==> src/rtl/multicore_pkg.sv <==
// ============================================================================
// Module   : multicore_pkg
// Purpose  : Shared command/state encodings and default widths for the
//            multicore system controller.
// Revision : 1.0 - initial release
// ============================================================================
`default_nettype none

package multicore_pkg;

  localparam int DEF_CORE_COUNT     = 3;
  localparam int DEF_MEM_WIDTH      = 12;
  localparam int DEF_INS_WIDTH      = 8;
  localparam int DEF_DATA_MEM_DEPTH = 2048;
  localparam int DEF_INS_MEM_DEPTH  = 256;
  localparam int DEF_TIMEOUT_CYCLES = 65536;
  localparam int COUNT_WIDTH        = 32;

  typedef enum logic [1:0] {
    CMD_WR_INS  = 2'd0,
    CMD_WR_DATA = 2'd1,
    CMD_RD_DATA = 2'd2,
    CMD_START   = 2'd3
  } hostCmd_t;

  typedef enum logic [1:0] {
    ST_IDLE    = 2'd0,
    ST_RUN     = 2'd1,
    ST_DONE    = 2'd2,
    ST_TIMEOUT = 2'd3
  } ctrlState_t;

endpackage

`default_nettype wire

==> src/rtl/run_watchdog.sv <==
// ============================================================================
// Module   : run_watchdog
// Purpose  : Saturating run-cycle counter with a programmable expiry limit
//            (limit of zero never expires).
// Revision : 1.0 - initial release
// ============================================================================
`default_nettype none

module run_watchdog
  import multicore_pkg::*;
#(
  parameter int WIDTH = COUNT_WIDTH
) (
  input  logic             clock,
  input  logic             reset_n,
  input  logic             clear,
  input  logic             enable,
  input  logic [WIDTH-1:0] limit,
  output logic             expired,
  output logic [WIDTH-1:0] count
);

  localparam logic [WIDTH-1:0] C_ONE = WIDTH'(1);

  logic [WIDTH-1:0] r_count;

  always_ff @(posedge clock or negedge reset_n) begin
    if (!reset_n) begin
      r_count <= '0;
    end else if (clear) begin
      r_count <= '0;
    end else if (enable && (r_count != '1)) begin
      r_count <= r_count + C_ONE;
    end
  end

  // Fires during the last permitted cycle so the state change lands exactly at the limit.
  assign expired = (limit != '0) && (r_count == (limit - C_ONE));
  assign count   = r_count;

endmodule

`default_nettype wire

==> src/rtl/multicore_system_ctrl.sv <==
// ============================================================================
// Module   : multicore_system_ctrl
// Purpose  : Host command front-end and run sequencer for a multicore
//            processor: loads instruction/data memories, starts runs and
//            watches them with a cycle watchdog.
// Revision : 1.0 - initial release
// ============================================================================
`default_nettype none

module multicore_system_ctrl
  import multicore_pkg::*;
#(
  parameter int CORE_COUNT     = DEF_CORE_COUNT,
  parameter int MEM_WIDTH      = DEF_MEM_WIDTH,
  parameter int INS_WIDTH      = DEF_INS_WIDTH,
  parameter int DATA_MEM_DEPTH = DEF_DATA_MEM_DEPTH,
  parameter int INS_MEM_DEPTH  = DEF_INS_MEM_DEPTH,
  parameter int TIMEOUT_CYCLES = DEF_TIMEOUT_CYCLES,
  localparam int DW       = MEM_WIDTH * CORE_COUNT,
  localparam int MEM_ADDR = $clog2(DATA_MEM_DEPTH),
  localparam int INS_ADDR = $clog2(INS_MEM_DEPTH)
) (
  input  logic                clock,
  input  logic                reset_n,
  input  logic                host_valid,
  output logic                host_ready,
  input  logic [1:0]          host_cmd,
  input  logic [MEM_ADDR-1:0] host_addr,
  input  logic [DW-1:0]       host_wdata,
  output logic                rd_valid,
  output logic [DW-1:0]       rd_data,
  output logic                proc_start,
  input  logic                proc_done,
  input  logic [INS_ADDR-1:0] proc_ins_addr,
  input  logic [MEM_ADDR-1:0] proc_mem_addr,
  input  logic                proc_mem_we,
  input  logic [DW-1:0]       proc_wdata,
  output logic [INS_ADDR-1:0] im_addr,
  output logic                im_we,
  output logic [INS_WIDTH-1:0] im_wdata,
  output logic [MEM_ADDR-1:0] dm_addr,
  output logic                dm_we,
  output logic [DW-1:0]       dm_wdata,
  input  logic [DW-1:0]       dm_rdata,
  output logic                run_done,
  output logic                run_timeout,
  output logic [31:0]         cycle_count
);

  localparam logic [COUNT_WIDTH-1:0] C_LIMIT = COUNT_WIDTH'(TIMEOUT_CYCLES);

  ctrlState_t          r_state;
  ctrlState_t          w_nextState;
  logic                w_inRun;
  logic                w_accept;
  logic                w_startAccept;
  logic                w_expired;
  logic [COUNT_WIDTH-1:0] w_count;

  logic                r_cmdValid;
  hostCmd_t            r_cmd;
  logic [MEM_ADDR-1:0] r_addr;
  logic [DW-1:0]       r_wdata;
  logic                r_rdPending;
  logic                r_procStart;
  logic                r_runDone;
  logic                r_runTimeout;

  assign w_inRun       = (r_state == ST_RUN);
  assign w_accept      = host_valid && !w_inRun;
  assign w_startAccept = w_accept && (hostCmd_t'(host_cmd) == CMD_START);

  always_ff @(posedge clock or negedge reset_n) begin
    if (!reset_n) begin
      r_state <= ST_IDLE;
    end else begin
      r_state <= w_nextState;
    end
  end

  always_comb begin
    w_nextState = r_state;
    case (r_state)
      ST_RUN: begin
        if (proc_done) begin
          w_nextState = ST_DONE;
        end else if (w_expired) begin
          w_nextState = ST_TIMEOUT;
        end
      end
      default: begin
        if (w_startAccept) begin
          w_nextState = ST_RUN;
        end
      end
    endcase
  end

  // One-deep host stage: memory ports are driven the cycle after acceptance.
  always_ff @(posedge clock or negedge reset_n) begin
    if (!reset_n) begin
      r_cmdValid   <= 1'b0;
      r_cmd        <= CMD_WR_INS;
      r_addr       <= '0;
      r_wdata      <= '0;
      r_rdPending  <= 1'b0;
      r_procStart  <= 1'b0;
      r_runDone    <= 1'b0;
      r_runTimeout <= 1'b0;
    end else begin
      r_cmdValid  <= w_accept && !w_startAccept;
      if (w_accept) begin
        r_cmd   <= hostCmd_t'(host_cmd);
        r_addr  <= host_addr;
        r_wdata <= host_wdata;
      end
      r_rdPending <= r_cmdValid && (r_cmd == CMD_RD_DATA);
      r_procStart <= w_startAccept;
      if (w_startAccept) begin
        r_runDone    <= 1'b0;
        r_runTimeout <= 1'b0;
      end else if (w_inRun) begin
        if (proc_done) begin
          r_runDone <= 1'b1;
        end else if (w_expired) begin
          r_runTimeout <= 1'b1;
        end
      end
    end
  end

  // The host stage can never hold a command while running: START is exclusive.
  always_comb begin
    im_addr  = '0;
    im_we    = 1'b0;
    im_wdata = '0;
    dm_addr  = '0;
    dm_we    = 1'b0;
    dm_wdata = '0;
    if (w_inRun) begin
      im_addr  = proc_ins_addr;
      dm_addr  = proc_mem_addr;
      dm_we    = proc_mem_we;
      dm_wdata = proc_wdata;
    end else if (r_cmdValid) begin
      case (r_cmd)
        CMD_WR_INS: begin
          im_addr  = r_addr[INS_ADDR-1:0];
          im_we    = 1'b1;
          im_wdata = r_wdata[INS_WIDTH-1:0];
        end
        CMD_WR_DATA: begin
          dm_addr  = r_addr;
          dm_we    = 1'b1;
          dm_wdata = r_wdata;
        end
        CMD_RD_DATA: begin
          dm_addr = r_addr;
        end
        default: ;
      endcase
    end
  end

  run_watchdog #(
    .WIDTH (COUNT_WIDTH)
  ) u_watchdog (
    .clock   (clock),
    .reset_n (reset_n),
    .clear   (w_startAccept),
    .enable  (w_inRun),
    .limit   (C_LIMIT),
    .expired (w_expired),
    .count   (w_count)
  );

  assign host_ready  = !w_inRun;
  assign rd_valid    = r_rdPending;
  assign rd_data     = r_rdPending ? dm_rdata : '0;
  assign proc_start  = r_procStart;
  assign run_done    = r_runDone;
  assign run_timeout = r_runTimeout;
  assign cycle_count = w_count;

endmodule

`default_nettype wire

==> config.mk <==
export PLATFORM = sky130hd
export DESIGN_NAME = multicore_system_ctrl
export DESIGN_NICKNAME = d
export VERILOG_FILES = /design/src/rtl/multicore_pkg.sv /design/src/rtl/run_watchdog.sv /design/src/rtl/multicore_system_ctrl.sv
export SDC_FILE = /design/constraint.sdc
export NUM_CORES = 1
export LEC_CHECK = 0
export CORE_MARGIN = 3
export CORE_UTILIZATION = 35
export CTS_BUF_LIST = sky130_fd_sc_hd__clkbuf_16
export CTS_CLUSTER_SIZE = 40
export DETAILED_ROUTE_END_ITERATION = 6
export GPL_TIMING_DRIVEN = 0
export HOLD_SLACK_MARGIN = 0.15
export PLACE_DENSITY = 0.78
export SLEW_MARGIN = 20
export SYNTH_ARGS = -nofsm -noshare
export SYNTH_HDL_FRONTEND = slang
export SYNTH_SLANG_ARGS = --single-unit
==> constraint.sdc <==
create_clock -name clock -period 2.12 [get_ports clock]
set_input_delay 0.424 -clock clock [delete_from_list [all_inputs] [get_ports clock]]
set_output_delay 0.424 -clock clock [all_outputs]
set_load 0.01 [all_outputs]
==> results of run 1 <==
[through the flow]
step           cell area, µm²  instances  setup TNS, ns  util (%)
2_1_floorplan            4811        457              0         -
4_1_cts                  8195        946         -4.651     61.40
3_3_place_gp             7854        915        -279.22     58.84
5_1_grt                  8527        964         -6.841     63.88
6_report                 8527        964         -3.097     63.88
3_5_place_dp             7879        916         -56.73     59.03
[final cells by class]
class	count	area, µm²	area share, %
timing repair buffer	319	2922	34.26
tap	176	220.2	2.583
multi-input combinational	332	2567	30.11
clock buffer	9	225.2	2.641
buffer	26	290.3	3.404
inverter	7	28.78	0.3375
clock inverter	7	55.05	0.6456
sequential	88	2218	26.02
[cells in the mapped netlist (all sizes together) (8+ instances only)]
library cell and number:
nand2 19, nand3 16, dfrtp 88, and3 13, or3 11, or4 9
o31ai 8, o21ai 14, a21oi 21, and2 46, clkbuf 17, nand4 17
mux2 49, nor2 14, buf 13, a22o 55
[metal layers]
metal  GRT usage (%)  part of all wire (%)
met1           27.90                    37
met2           40.71                    51
met3           6.587                   9.6
met4           9.273                   2.1
met5               0                     0
[logic make-up after synthesis]
family | synth area share, %
muxes | 12.93
AOI/OAI and AO/OA | 16.83
and+or+nand+nor | 19.59
DFF | 45.79
xor gates and xnor gates | 0.5464
adders and majority gates | 1.041
buffers and inverters | 3.278
[critical path, delay by kind of cell, from the launching register on]
family	cells	cell delay, ns
buffers and inverters	3	0.42
DFF	1	0.41
adders and majority gates	1	0.22
and+or+nand+nor	1	0.21
AOI/OAI and AO/OA	1	0.20
[state kept, by name (all words and copies together), names as in the netlist]
name / count
r_wdata: 36
u_watchdog.count: 32
r_addr: 11
r_cmd: 2
r_state: 2
proc_start: 1
r_cmdValid: 1
rd_valid: 1
run_done: 1
run_timeout: 1
[cell usage in the layout, fill, tap and decap left out, types with 3 or more instances in the layout]
cell type and instances:
clkdlybuf4s50_1 208, dfrtp_1 75, buf_2 59, a22o_1 55, mux2_2 49, and2_1 45
buf_4 35, a21oi_1 21, nand2_1 19, nand4_1 17, clkbuf_16 14, dfrtp_2 13
nand3_1 12, nor2_1 12, o21ai_0 11, or3_1 11, buf_6 11, and3_1 8
or4_1 8, o31ai_1 7, mux2i_1 7, inv_1 6, dlymetal6s2s_1 6, buf_8 5
nor4_1 4, and3_4 3, clkbuf_4 3, and4_1 3, nand3_2 3, o21ai_1 3
ha_1 3
[what timing repair did]
action                                  in CTS  in global routing
resized for setup                          327                 60
cloned                                       2                  3
setup buffers                               13                 18
pin swaps                                    7                 21
endpoints found under the setup margin     122                154
hold endpoints to repair                    40                  0
hold buffers                                 1                  0
[worst paths after layout]
| path | start | end | slack [ns] | cells past startpoint |
|---|---|---|---|---|
| min reg2reg | r_addr[8] | r_addr[8] | 0.51 | 1 |
| min in group asynchronous | reset_n | u_watchdog.count[15] | 0.62 | 2 |
| max in group asynchronous | reset_n | rd_valid | 0.86 | 3 |
| max | r_cmd[0] | dm_wdata[24] | -0.12 | 6 |
| max reg2reg | u_watchdog.count[1] | u_watchdog.count[29] | -0.07 | 6 |
| min | r_addr[8] | r_addr[8] | 0.51 | 1 |
[power by group]
part           total [W]  switching [W]  internal (W)
Sequential       0.00238       0.000314       0.00207
Clock            0.00154       0.000644      0.000893
Combinational    0.00336        0.00144       0.00191
Total            0.00728        0.00240       0.00488
==> results.toml, run 1 <==
[worst_setup_path]
path_cells = "ha_1 > and3_4 > buf_6 > clkbuf_8 > a22o_1 > buf_2"
end_kind = "output pin"
cp-start-kind = "flop"
critical_path_class = "flop to output pin"
cp_slowest_stage_delay_ns = 0.41
cp.required_ns = 1.70
crit_slowest_cell = "dfrtp_1"
arrival_ns = 1.81
critPathMaxFanout = 5

[finish]
synthToLayoutAreaGrowth_pct = 77.29
nFillCells = 1061
drive_gt1_share_pct = 28.43
nets = 932
diodes = 0

[floorplanning]
fp-row-count = 42
ioPinCount = 283
initial_core_util_pct = 36.03
core_um2 = 13350
die_area_um2 = 15180
die_width_um = 123.2
fp.dieH_um = 123.2

[placed_design]
io_buffers = 282
gp_congestion = 0.9396
post-dp-hpwl_um = 14030
dpl_worst_slack_ns = -1.137

[pwr]
p_leak_nw = 3.802
p_per_area_nw_per_um2 = 853.4
p_total_w = 0.007276
irDropWorstVdd_uv = 473.5

[grt]
grt_pass1_vias = 5258
grt_first_pass_wirelength_um = 27920
grt_use_total_pct = 23.64
grt_overflow = 0
grt_antenna_before_repair = 0
grt_max_degree = 49

[route]
dr.pass1.iters = 5
routedWlPerCell_um = 20.00
drc = 0
drt_iter0_markers = 308
vias = 5241
vias_per_cell = 5.437
wl_um = 19280
ant_nets = 0

[logic_synthesis]
synth_cell_types = 45
syn_area_um2 = 4810
synthFlopType = "dfrtp_1"
seq_area_frac_synth_pct = 45.79
synth_cells = 457
synth_area_leaders = "dfrtp_1 (46%), mux2_2 (11%), a22o_1 (10%)"
synth-seq-cells = 88
synthArstFlopShare_pct = 100.0
synth_edf_count = 0
synth_area_leader_cell = "dfrtp_1"
syn-num-nets = 606
yosys.area.top_type_share_pct = 45.79
yosys_warnings = 0
syn_area_per_cell_um2 = 10.52

[clock_tree]
cts_tree = "built"
clkTransAtPathRegs_ns = 0.06
clk-insertion-delay-late_ns = 0.34
cts_sinks = 88
cts_buffer_depth = 2
cts_buffers = 9
ctsRootBufferMaster = "clkbuf_16"
htree_levels = 3

[run]
drv_cap = 0

[timing]
max_freq_mhz = 447.4
slew_headroom_pct = 55.79
worst_pin_slew_ns = 0.6631
finalWorstSetupSlack_ns = -0.1154
rsz0062_at_grt = "yes"
finalMaxSlewViolations = 0
holdWs_ns = 0.5053
setup_viol = 47
clock_skew_ns = 0.003562
timing.final.crit_share_pct = 105.4
period_needed_ns = 2.235
hold_viol = 0

[outcome]
status = "complete, but fails checks"
violations = "negative setup slack"

[min_path]
hp-class = "flop to flop"
No activity file was read; power rests on OpenSTA's default activity.
==> inputs of run 2 (changes only) <==
==> constraint.sdc (replaced) <==
create_clock -name clock -period 2.12 [get_ports clock]
set_input_delay 0.318 -clock clock [delete_from_list [all_inputs] [get_ports clock]]
set_output_delay 0.318 -clock clock [all_outputs]
set_load 0.01 [all_outputs]
==> run 2 against run 1 <==
- the run still ends with negative setup slack left
- sequential power is essentially flat
- global-route usage shrank 0.25 points
- clock skew grew 0.0049 ns
- largest cell class unchanged
- largest power group unchanged
==> results.toml, run 2 (synthesis gave the netlist of run 1 again) <==
[placed_design]
gp_congestion = 0.9150
post-dp-hpwl_um = 13880
io_buffers = 282
placed_cell_area_um2 = 7878
dpl_worst_slack_ns = -1.066

[worst_setup_path]
arrival_ns = 1.91
cp.required_ns = 1.80
r2r_slack_ns = 0.05
end_kind = "output pin"
cp-start-kind = "flop"
critPathMaxFanout = 5
r2r-end = "u_watchdog.count[19]"
cp-startpoint = "r_state[1]"
critical_path_class = "flop to output pin"
r2r-start = "r_state[1]"
reg2reg_depth = 11

[timing]
max_freq_mhz = 448.0
worst_pin_slew_ns = 0.6179
rsz0062_at_grt = "yes"
period_needed_ns = 2.232
setup_viol = 24
timing.final.crit_share_pct = 105.3
slew_headroom_pct = 58.81
finalWorstSetupSlack_ns = -0.1121
finalMaxSlewViolations = 0
clock_skew_ns = 0.008504
hold_viol = 0
tns_ns = -1.850

[grt]
grt_first_pass_wirelength_um = 27610
grt_overflow = 0
grt_pass1_vias = 5074
grt_antenna_before_repair = 0
grt_max_degree = 46
grt_use_total_pct = 23.39

[finish]
layout_commonest_cell = "clkdlybuf4s50_1"
largest-register = "r_wdata"
final_cell_mix = "clkdlybuf4s50_1 (215), dfrtp_1 (74), a22o_1 (55), mux2_2 (49), buf_2 (39)"
final_core_util_pct = 64.84
largest_reg_flops = 36
drive_gt1_share_pct = 29.39
nets = 930
diodes = 0
fin_area_um2 = 8655
synthToLayoutAreaGrowth_pct = 79.94

[route]
routedWlPerCell_um = 20.10
dr.pass1.iters = 5
wl_um = 19330
vias_per_cell = 5.452
ant_nets = 0
vias = 5245
drc = 0
drt_iter0_markers = 238

[pwr]
power_switching_w = 0.002421
internal-power_w = 0.005080
sequentialPowerShare_pct = 31.6
p_per_area_nw_per_um2 = 866.8
p_total_w = 0.007501
power_frac_clock_pct = 22.4
irDropWorstVdd_uv = 537.2
swShare_pct = 32.28
comb_power_share_pct = 46.0
p_leak_nw = 3.724

[floorplanning]
die_width_um = 123.2
core_um2 = 13350
die_area_um2 = 15180
fp-row-count = 42
ioPinCount = 283
initial_core_util_pct = 36.03
fp.dieH_um = 123.2

[clock_tree]
cts_sinks = 88
ctsRootBufferMaster = "clkbuf_16"
htree_levels = 3
cts_buffers = 9
cts_tree = "built"
clkTransAtPathRegs_ns = 0.06
clk-insertion-delay-late_ns = 0.34
cts_buffer_depth = 2

[outcome]
status = "complete, but fails checks"
violations = "negative setup slack"

[min_path]
holdPathStages = 1
worstHoldStart = "r_wdata[20]"
holdPathEnd = "r_wdata[20]"
hp-class = "flop to flop"

[run]
drv_cap = 0
-- run 2: how the worst max path moves through the flow --
stage / slack (ns) / cells after the start / to
finish: -0.11 / 9 / dm_addr[9]
global route: -0.20 / 9 / dm_wdata[13]
CTS: -0.15 / 9 / dm_wdata[6]
detailed placement: -1.07 / 7 / dm_wdata[33]
global placement: -2.50 / 1 / u_watchdog.count[17]
floorplan: 0.07 / 7 / u_watchdog.count[11]
-- run 2: layer usage --
metal | share of wire (%) | GRT usage (%) | wire (µm) | vias to the layer above
li1 | - | - | - | 2362
met1 | 37 | 28.04 | 7230 | 2547
met2 | 50 | 39.79 | 9648 | 293
met3 | 9.6 | 6.542 | 1857 | 43
met4 | 3.1 | 9.066 | 597 | 0
met5 | 0 | 0 | 0 | -
-- run 2: area by class of cell --
class                           count  area [µm²]
Fill cell                        1078        4693
Sequential cell                    88        2220
Inverter                            7       28.78
Clock inverter                      7       86.33
Buffer                             28       355.3
Tap cell                          176       220.2
Clock buffer                        9       225.2
Timing Repair Buffer              315        2944
Multi-Input combinational cell    332        2575
-- run 2: what timing repair did --
| item | CTS | global route |
|---|---|---|
| setup buffers | 19 | 9 |
| pin swaps | 12 | 8 |
| hold buffers | 1 | 0 |
| endpoints found under the hold margin | 44 | 0 |
| endpoints found under the setup margin | 167 | 142 |
| cloned | 2 | 2 |
| resized for setup | 303 | 95 |
-- run 2: critical path, stage by stage (launching register included) --
cell       delay (ns)
dfrtp_1          0.37
nor2b_1          0.10
buf_4            0.16
inv_4            0.05
buf_4            0.13
clkbuf_16        0.13
and3_4           0.17
buf_8            0.13
a22o_1           0.21
buf_6            0.13
-- run 2: metrics by stage --
step | hold slack (ns) | instances
6_report | 0.5068 | 962
5_1_grt | 0.5256 | 962
4_1_cts | 0.5087 | 951
3_5_place_dp | 0.3759 | 916
3_3_place_gp | 0.4861 | 915
2_1_floorplan | 0.02241 | 457
-- run 2: power by group through the flow --
stage / clock [W] / combinational, W / sequential [W]
after detailed placement: 0 / 0.00301 / 0.00239
after CTS: 0.00172 / 0.00325 / 0.00235
after floorplan: 0 / 0.00146 / 0.00231
after global placement: 0 / 0.00295 / 0.00237
after global routing: 0.00179 / 0.00369 / 0.00241
final: 0.00168 / 0.00345 / 0.00237
==> inputs of run 3 (changes only) <==
--- a/config.mk
+++ b/config.mk
@@ -6,13 +6,13 @@
 export NUM_CORES = 1
 export LEC_CHECK = 0
 export CORE_MARGIN = 3
-export CORE_UTILIZATION = 35
+export CORE_UTILIZATION = 41
 export CTS_BUF_LIST = sky130_fd_sc_hd__clkbuf_16
 export CTS_CLUSTER_SIZE = 40
 export DETAILED_ROUTE_END_ITERATION = 6
 export GPL_TIMING_DRIVEN = 0
 export HOLD_SLACK_MARGIN = 0.15
-export PLACE_DENSITY = 0.78
+export PLACE_DENSITY = 0.86
 export SLEW_MARGIN = 20
 export SYNTH_ARGS = -nofsm -noshare
 export SYNTH_HDL_FRONTEND = slang
==> constraint.sdc (replaced) <==
create_clock -name clock -period 2.8 [get_ports clock]
set_input_delay 0.42 -clock clock [delete_from_list [all_inputs] [get_ports clock]]
set_output_delay 0.42 -clock clock [all_outputs]
set_load 0.01 [all_outputs]
==> run 3 against run 2 <==
- the run now ends clean
- combinational power down 30%
- sequential power down 24%
- first-iteration DRC count up 58%
- utilization up 9.7 points
- register-to-register slack better by 0.39 ns
- die area down 14%
- final cell count down 6.8%
- critical path depth down 1
- sequential share of layout area up 0.91 points
- largest cell class unchanged
==> results.toml, run 3 (synthesis gave the netlist of run 1 again) <==
[outcome]
status = "finished clean"

[worst_setup_path]
cp-startpoint = "r_state[0]"
end_kind = "output pin"
r2r-start = "u_watchdog.count[7]"
crit_path_frequent_cell = "clkbuf_8"
crit_slowest_cell = "clkdlybuf4s50_1"
path_cells = "nor2b_1 > buf_4 > inv_2 > clkbuf_8 > and3_4 > clkbuf_8 > a22o_1 > clkdlybuf4s50_1"
cp_slowest_stage_delay_ns = 0.53
critPathMaxFanout = 10
critical_path_class = "flop to output pin"
cp-start-kind = "flop"
arrival_ns = 2.30
cp.required_ns = 2.38

[grt]
grt_antenna_before_repair = 0
grt_first_pass_wirelength_um = 28830
grt_use_total_pct = 28.43
grt_max_degree = 59
grt_pass1_vias = 5274
grt_overflow = 0

[pwr]
p_leak_nw = 3.532
irDropWorstVdd_uv = 407.3
p_total_w = 0.005484
p_per_area_nw_per_um2 = 661.4

[placed_design]
dpl_worst_slack_ns = -0.4558
io_buffers = 282
dp_cells = 880
placed_cell_area_um2 = 7833
gp_congestion = 0.8982
post-dp-hpwl_um = 14800

[timing]
hold_viol = 0
rsz0062_at_grt = "no"
finalMaxSlewViolations = 0
period_needed_ns = 2.723
timing.final.crit_share_pct = 97.25
clock_skew_ns = 0.006418
max_freq_mhz = 367.3
worst_pin_slew_ns = 0.8532
setup_viol = 0
slew_headroom_pct = 42.91
finalWorstSetupSlack_ns = 0.07712

[run]
drv_cap = 0

[finish]
largest_reg_flops = 36
nets = 901
final_cell_mix = "clkdlybuf4s50_1 (269), dfrtp_1 (88), a22o_1 (55), mux2_2 (49), and2_1 (46)"
largest-register = "r_wdata"
diodes = 0
final_cells = 897
fin_area_um2 = 8292
layout_commonest_cell = "clkdlybuf4s50_1"
drive_gt1_share_pct = 13.08
synthToLayoutAreaGrowth_pct = 72.40
nFillCells = 791

[route]
ant_nets = 0
routedWlPerCell_um = 21.51
dr.pass1.iters = 5
drt_iter0_markers = 377
vias = 5106
wl_um = 19300
vias_per_cell = 5.692
drc = 0

[floorplanning]
die_area_um2 = 13070
ioPinCount = 283
die_width_um = 114.3
core_um2 = 11130
initial_core_util_pct = 43.23
fp-row-count = 38
fp.dieH_um = 114.3

[clock_tree]
clk-insertion-delay-late_ns = 0.34
clkTransAtPathRegs_ns = 0.07
htree_levels = 3
cts_buffers = 9
cts_tree = "built"
cts_sinks = 88
cts_buffer_depth = 2
ctsRootBufferMaster = "clkbuf_16"

[min_path]
worstHoldStart = "r_wdata[19]"
hp-class = "flop to flop"
run 3: cell types whose count changed in the layout (fill, tap and decap cells not counted), sizes merged, moves of 2 or more:
cell	before	now
clkdlybuf4s50	215	269
dlymetal6s2s	0	10
clkbuf	31	24
clkdlybuf4s15	3	0
clkinvlp	0	2
buf	101	17
run 3: path summary, 6_finish.rpt:
kind                                   endpoint  slack, ns  depth (start not counted)
setup / recovery                     dm_addr[8]       0.08                          8
hold / removal                      r_wdata[19]       0.51                          1
setup reg to reg           u_watchdog.count[14]       0.44                          7
hold reg to reg                     r_wdata[19]       0.51                          1
max in group asynchronous            r_addr[10]       1.54                          3
min in group asynchronous  u_watchdog.count[14]       0.60                          2
run 3: power by group:
| group | total, W | switching [W] | leakage [nW] | internal, W |
|---|---|---|---|---|
| logic | 0.00241 | 0.00102 | 2.28 | 0.00139 |
| clock network | 0.00128 | 0.000505 | 0.150 | 0.000774 |
| registers | 0.00180 | 0.000231 | 1.10 | 0.00156 |
run 3: worst max-delay path: cells and delay by family, from the launching register on:
kind / cells / cell delay (ns)
compound gates: 1 / 0.13
buf+inv: 5 / 1.09
flops: 1 / 0.40
simple gates: 2 / 0.34
run 3: through the flow:
stage / setup TNS [ns] / utilization, % / hold slack (ns)
after floorplan: 0 / - / 0.1244
after global placement: -175.86 / 70.18 / 0.4889
after detailed placement: -13.48 / 70.40 / 0.3899
after CTS: 0 / 74.06 / 0.5111
after global routing: 0 / 74.53 / 0.5242
final: 0 / 74.53 / 0.5101
run 3: cell type report:
cell class                      count  area (µm²)  share of cell area [%]
Clock buffer                        9       225.2                   2.716
Timing Repair Buffer              286        2895                   34.92
Multi-Input combinational cell    332        2465                   29.73
Tap cell                          140       175.2                   2.113
Clock inverter                      7       87.58                   1.056
Inverter                            7       26.28                  0.3169
Buffer                             28       215.2                   2.595
Sequential cell                    88        2202                   26.56
run 3: what timing repair did:
action                                  in CTS  in global routing
endpoints found under the setup margin      65                 48
hold endpoints to repair                    30                  0
setup buffers                                0                  2
gates resized for setup                     36                 15
pin swaps                                    0                  1
hold buffers                                 1                  0
run 3: routing by layer:
metal  vias up  wire (µm)  global-route usage, %  share of wire (%)
li1       2302          -                      -                  -
met1      2483       6961                  32.12                 36
met2       280      10190                  52.22                 53
met3        41       1525                  5.550                7.9
met4         0        618                  11.56                3.2
met5         -          0                      0                  0
